$ cat src/rtl/bp_be_regfile_mw.sv
// ---------------------------------------------------------------------------
// bp_be_regfile_mw
//   Multi-port integer register file for the BlackParrot back end.
//   - 2**reg_addr_width_p flop entries. Entries are not reset.
//   - write_ports_p write ports, all applied on the same edge. When ports
//     target the same address, the highest-index port wins.
//   - read_ports_p read ports with one cycle of latency. A same-cycle write
//     is forwarded into the read result.
//   - Each read port holds its last result while its request is low. A write
//     to the held address replaces the held value on the next edge.
//   - zero_reg_p=1 hardwires register 0 to zero. Writes to x0 are dropped,
//     and reads or holds of x0 return 0.
//   - Optional pending-destination scoreboard, enabled by the compile-time
//     macro BP_BE_REGFILE_SCOREBOARD_EN. When the macro is not defined, the
//     alloc inputs are ignored and rs_busy_o is tied to 0.
//
//   The data_width_p, read_ports_p and write_ports_p defaults are only
//   placeholders so that the module elaborates on its own. The instantiating
//   core always overrides them.
//
// Ports
//   clk_i            clock
//   reset_i          asynchronous, active-high reset
//   rs_r_v_i         per-read-port request
//   rs_addr_i        per-read-port source address
//   rs_data_o        per-read-port data (registered)
//   rd_w_v_i         per-write-port valid
//   rd_addr_i        per-write-port destination address
//   rd_data_i        per-write-port write data
//   rd_alloc_v_i     mark rd_alloc_addr_i pending
//   rd_alloc_addr_i  destination to mark pending
//   rs_busy_o        per-read-port pending status of rs_addr_i (combinational)
// ---------------------------------------------------------------------------

package bp_be_regfile_mw_pkg;

  typedef enum logic [1:0] {
    e_bp_default_cfg = 2'd0,
    e_bp_unicore_cfg = 2'd1
  } bp_params_e;

  // Architectural register address width for each proc config
  function automatic int unsigned reg_addr_width_f(input bp_params_e cfg);
    case (cfg)
      e_bp_unicore_cfg: return 32'd5;
      default:          return 32'd5;
    endcase
  endfunction

endpackage

module bp_be_regfile_mw
  import bp_be_regfile_mw_pkg::*;
#(
  parameter bp_params_e  bp_params_p   = e_bp_default_cfg,
  parameter int unsigned data_width_p  = 64,
  parameter int unsigned read_ports_p  = 2,
  parameter int unsigned write_ports_p = 1,
  parameter int unsigned zero_reg_p    = 0,
  localparam int unsigned reg_addr_width_p = reg_addr_width_f(bp_params_p)
) (
  input  logic                                              clk_i,
  input  logic                                              reset_i,

  input  logic [read_ports_p-1:0]                           rs_r_v_i,
  input  logic [read_ports_p-1:0][reg_addr_width_p-1:0]     rs_addr_i,
  output logic [read_ports_p-1:0][data_width_p-1:0]         rs_data_o,

  input  logic [write_ports_p-1:0]                          rd_w_v_i,
  input  logic [write_ports_p-1:0][reg_addr_width_p-1:0]    rd_addr_i,
  input  logic [write_ports_p-1:0][data_width_p-1:0]        rd_data_i,

  input  logic                                              rd_alloc_v_i,
  input  logic [reg_addr_width_p-1:0]                       rd_alloc_addr_i,
  output logic [read_ports_p-1:0]                           rs_busy_o
);

  localparam int unsigned num_regs_lp = 32'(1) << reg_addr_width_p;
  localparam logic        zero_en_lp  = (zero_reg_p != 0);

  // Effective write enables. Writes are dropped while in reset and, when
  // x0 is hardwired to zero, for writes that target x0.
  logic [write_ports_p-1:0] wr_en_c;

  always_comb begin
    wr_en_c = '0;
    for (int unsigned w = 0; w < write_ports_p; w++) begin
      wr_en_c[w] = rd_w_v_i[w] & ~reset_i
                 & ~(zero_en_lp & (rd_addr_i[w] == '0));
    end
  end

  // Register storage. No reset. Later loop iterations win, which gives the
  // higher-index write port priority.
  logic [data_width_p-1:0] mem_q [num_regs_lp];

  always_ff @(posedge clk_i) begin
    for (int unsigned w = 0; w < write_ports_p; w++) begin
      if (wr_en_c[w]) begin
        mem_q[rd_addr_i[w]] <= rd_data_i[w];
      end
    end
  end

  // Per-read-port output state: the held data, the held address and a flag
  // that a read has happened since reset.
  logic [read_ports_p-1:0]                       rs_v_q,    rs_v_d;
  logic [read_ports_p-1:0][reg_addr_width_p-1:0] rs_addr_q, rs_addr_d;
  logic [read_ports_p-1:0][data_width_p-1:0]     rs_data_q, rs_data_d;

  // Next read data. A new read returns the post-edge register value, with
  // same-cycle writes forwarded. A hold takes the data of any write to the
  // held address.
  always_comb begin
    rs_v_d    = rs_v_q;
    rs_addr_d = rs_addr_q;
    rs_data_d = rs_data_q;
    for (int unsigned i = 0; i < read_ports_p; i++) begin
      if (rs_r_v_i[i]) begin
        rs_v_d[i]    = 1'b1;
        rs_addr_d[i] = rs_addr_i[i];
        rs_data_d[i] = mem_q[rs_addr_i[i]];
        for (int unsigned w = 0; w < write_ports_p; w++) begin
          if (wr_en_c[w] && (rd_addr_i[w] == rs_addr_i[i])) begin
            rs_data_d[i] = rd_data_i[w];
          end
        end
        // x0 storage is never written and powers up unknown, so mask it here
        if (zero_en_lp && (rs_addr_i[i] == '0)) begin
          rs_data_d[i] = '0;
        end
      end else if (rs_v_q[i]) begin
        // wr_en_c already excludes x0, so a held zero register stays zero
        for (int unsigned w = 0; w < write_ports_p; w++) begin
          if (wr_en_c[w] && (rd_addr_i[w] == rs_addr_q[i])) begin
            rs_data_d[i] = rd_data_i[w];
          end
        end
      end
    end
  end

  // Read output state register
  always_ff @(posedge clk_i or posedge reset_i) begin
    if (reset_i) begin
      rs_v_q    <= '0;
      rs_addr_q <= '0;
      rs_data_q <= '0;
    end else begin
      rs_v_q    <= rs_v_d;
      rs_addr_q <= rs_addr_d;
      rs_data_q <= rs_data_d;
    end
  end

  assign rs_data_o = rs_data_q;

`ifdef BP_BE_REGFILE_SCOREBOARD_EN
  // Pending-destination scoreboard. A write clears its destination first,
  // then alloc sets its destination, so alloc wins a same-address collision.
  logic [num_regs_lp-1:0] busy_q, busy_d;

  always_comb begin
    busy_d = busy_q;
    for (int unsigned w = 0; w < write_ports_p; w++) begin
      if (wr_en_c[w]) begin
        busy_d[rd_addr_i[w]] = 1'b0;
      end
    end
    if (rd_alloc_v_i && !(zero_en_lp && (rd_alloc_addr_i == '0))) begin
      busy_d[rd_alloc_addr_i] = 1'b1;
    end
  end

  // Scoreboard state register
  always_ff @(posedge clk_i or posedge reset_i) begin
    if (reset_i) begin
      busy_q <= '0;
    end else begin
      busy_q <= busy_d;
    end
  end

  // Same-cycle lookup of the current source addresses
  always_comb begin
    rs_busy_o = '0;
    for (int unsigned i = 0; i < read_ports_p; i++) begin
      rs_busy_o[i] = busy_q[rs_addr_i[i]];
    end
  end
`else
  // Scoreboard compiled out. The alloc inputs are deliberately left unused.
  logic unused_alloc;
  assign unused_alloc = ^{rd_alloc_v_i, rd_alloc_addr_i};
  assign rs_busy_o    = '0;
`endif

endmodule

$ cat config.mk
export PLATFORM = sky130hd
export DESIGN_NAME = bp_be_regfile_mw
export DESIGN_NICKNAME = d
export VERILOG_FILES = /design/src/rtl/bp_be_regfile_mw.sv
export SDC_FILE = /design/constraint.sdc
export NUM_CORES = 2
export LEC_CHECK = 0
export BUFFER_PORTS_ARGS = -buffer_cell sky130_fd_sc_hd__buf_2
export CORE_ASPECT_RATIO = 1.2
export CORE_MARGIN = 1.5
export CORE_UTILIZATION = 60
export CTS_CLUSTER_DIAMETER = 60
export CTS_CLUSTER_SIZE = 30
export DETAILED_ROUTE_END_ITERATION = 7
export PLACE_DENSITY_LB_ADDON = 0.12
export SYNTH_ARGS = -nofsm -noshare
export SYNTH_HDL_FRONTEND = slang
export SYNTH_SLANG_ARGS = --single-unit
$ cat constraint.sdc
create_clock -name clk_i -period 7.4 [get_ports clk_i]
set_clock_uncertainty 0.05 [all_clocks]
set_input_delay 2.22 -clock clk_i [delete_from_list [all_inputs] [get_ports clk_i]]
set_output_delay 2.22 -clock clk_i [all_outputs]
set_load 0.02 [all_outputs]
==> impl_results.md <==
* Outcome: completed
* Critical path class: in2reg
* Non-Filler Instances at 8014
* Initial antenna violation count at 16
* Post-route ant nets at 0
* Final WL at approximately 300 mm
* Internal Pwr Total at between 15 and 20 mW
* Placed cell areas at 104000 um^2
* Clock sink count at 2188
* Boundary pin count at 220
* Root buf cell: clkbuf_16
* FF+latch count, synth at roughly 2200
* Logic pwr share at a little under a tenth
* Mapped cell area at between 100000 and 150000 um^2
* Vias in the first global route at between 60000 and 70000
* Crit Reg-Reg Endpoint: rs_data_o[95]
* Die X at ~380 um
* Min-delay src: rs_v_q[0]
* RSZ-0062 raised after global routing: no
* Fin. max-slew vios at 0
* Clk_lat worst skew at 0.84 ns
* R2R setup slack at 4.47 ns
* Cell Rows at 164
* Detailed Routing Iterations Pass 1 at 6
* Routed WL per cell at 38.4 um
* Share of layout cells above drive strength 1 at 25.8%
* Synth cell types at between 50 and 60
* Most common cell after layout, fill and taps aside: edfxtp_1
* FFs w/ async S/R, synth at approximately 6.4%
* Worst vdd ir at around 0.25 mV
* Vias per cell at between 7 and 8
* Area grow syn2layout at 8.69%
* Crit path largest cell delay at 0.67 ns
* Clk pwr share at 34.5%
* Slew headroom at 1.89%
* Synth Flop Type: edfxtp_1
* Sequential area share after synthesis at 64.7%
* Largest net degree at the start of global routing at about 120
* Pwr Total at around 25 mW
* Clock-pin slew on the worst setup and hold paths at around 0.090 ns
* Worst Path Arrival at 5.49 ns
* All-Layer GR Usage at approximately 36%
* Initial Utilization at roughly three fifths
* Worst path required time at a little over 8 ns
* Final Wtd Congestion at roughly 0.85
* Via Count at roughly 60000
* Drt first-iter violations at just over 8000
* DRC errors left at 0
* Die Y at approximately 450 um
* CTS tree: built
* Setup Fix Bufs, Post-CTS at 0
* Cells after synthesis at ~5600
* Placed Cells at between 7000 and 8000
* Post-route design area at 109000 um^2
* Synthesized area per cell at 18.1 um^2
* Sequential power share at ~56%
* DP HPWL at between 150 and 200 mm
* Max Clk Rate at ~210 MHz
* Hold buffers post-CTS at 0
* Power per cell area at approximately 230 nW/um^2
* PortBufs at ~210
* Cells along the critical path: buf_8 > buf_4 > buf_4 > mux4_2 > nor2_1 > a221oi_1 > a221oi_1 > nor4_1
* Fin. Hold Viols at 0
* Die Area at about 170000 um^2
* Finished Core Util at about two thirds
* Final nets at about 5700
* Final min period at between 4 and 5 ns
* NetSw at between 6 and 7 mW
* RR Startpoint: rs_addr_q[8]
* P_leak at 36.6 nW
* First-pass GRT wire length at 434 mm
* Max Fanout on Critical Path at 66
* Fin crit share at approximately two thirds
* # fillers at between 10000 and 15000
* Setup tns final at 0 ns
* Slew @ Worst Pin at 1.47 ns
* EDFF count, synth at 2048
* Commonest non-fill, non-tap cells in the layout: edfxtp_1 (2048), mux2i_1 (871), mux4_2 (699), buf_2 (203), a221oi_1 (195)
* Crit path capture type: flip-flop
* Startpoint types: input port
* Num CTS Buffers at ~140
* FF-to-FF path depth at 6
* Final setup vio count at 0
* Resized Gates After CTS at 0
* Worst min-delay path class: reg2reg
* Critical-path top delay cell: buf_4
* Sw Ratio at between 20% and 30%
* Core Region at 166000 um^2
* H-tree level count at 4
* Global route total overflow at 0
* Clock Tree Buf Depth at 3
* Synth warn at 0
* Max cap viols at 0
* Worst Hold End: rs_v_q[0]
* Worst hold stages at 1
worst max-delay path by stage:
stage,cells past startpoint,slack [ns],to,start
2_1_floorplan,4,1.24,mem_q[28][0],rd_addr_i[0]
3_3_place_gp,8,1.81,rs_data_o[35],rs_addr_i[2]
3_5_place_dp,8,1.81,rs_data_o[35],rs_addr_i[2]
4_1_cts,8,2.71,rs_data_o[35],rs_addr_i[2]
5_1_grt,7,2.55,rs_data_o[29],rs_addr_i[2]
6_report,8,2.57,rs_data_o[35],rs_addr_i[2]
routing by layer:
layer	share of wire [%]	GRT usage (%)
met5	0.033	0
met4	5.6	18.0
met2	48	57.8
met3	11	7.18
met1	36	48.6
critical path, delay by kind of cell:
family / cells / cell delay (ns)
buffers and inverters: 3 / 1.86
AOI/OAI and AO/OA: 2 / 0.58
and+or+nand+nor: 2 / 0.23
muxes: 1 / 0.40
Yosys cell counts, types with 24 or more instances:
master | instances | area [um^2]
clkbuf_1 | 153 | 574
edfxtp_1 | 2048 | 61500
buf_6 | 25 | 282
o221a_2 | 64 | 721
a221oi_1 | 195 | 1710
buf_4 | 75 | 563
buf_1 | 24 | 90.1
dfrtp_1 | 140 | 3500
nor2_1 | 211 | 792
a22oi_1 | 187 | 1400
mux4_2 | 699 | 15700
nand2_1 | 133 | 499
buf_2 | 181 | 906
nor4_1 | 36 | 225
mux2i_1 | 871 | 8720
nand3_1 | 103 | 515
nand4_1 | 49 | 307
a22o_1 | 47 | 412
a21oi_1 | 149 | 746
power by group through the flow:
stage	registers, mW	clock network, mW	logic [mW]
6_report	13.9	8.56	2.38
5_1_grt	13.9	9.02	2.49
4_1_cts	13.8	8.62	2.36
3_5_place_dp	14.1	0	2.35
2_1_floorplan	14.2	0	1.38
3_3_place_gp	14.1	0	2.32
sequential cells by signal, indices dropped and copies added, names as in the netlist:
name,cells
rs_addr_q,10
rs_v_q,2
mem_q,2048
rs_data_o,128
through the flow:
step / hold slack [ns] / setup slack (ns)
after floorplan: 0.377 / 1.24
after global placement: 0.390 / 1.81
after detailed placement: 0.397 / 1.81
after CTS: 0.417 / 2.71
after global routing: 0.443 / 2.55
final: 0.425 / 2.57
cells by family (layout without fill, tap and decap cells):
kind of cell    count (synthesis)  in the layout  share of synthesized area [%]
simple gates                  593            593                           2.73
compound gates                710            710                           5.54
buf+inv                       474            672                           2.46
flops                        2188           2188                           64.7
xor+xnor                       20             20                          0.174
other cells                     1             11                        0.00373
mux                          1579           1579                           24.4
cell type report:
cell class / instances / area, um^2 / share of cell area (%)
Tap cell: 2241 / 2800 / 2.57
Timing Repair Buffer: 399 / 3060 / 2.80
Multi-Input combinational cell: 2904 / 33500 / 30.6
Clock inverter: 96 / 1100 / 1.00
Inverter: 16 / 67.6 / 0.0618
Sequential cell: 2188 / 65000 / 59.5
Clock buffer: 161 / 3750 / 3.43
Antenna cell: 9 / 22.5 / 0.0206
Note: power is estimated with default switching activity, not from simulation.
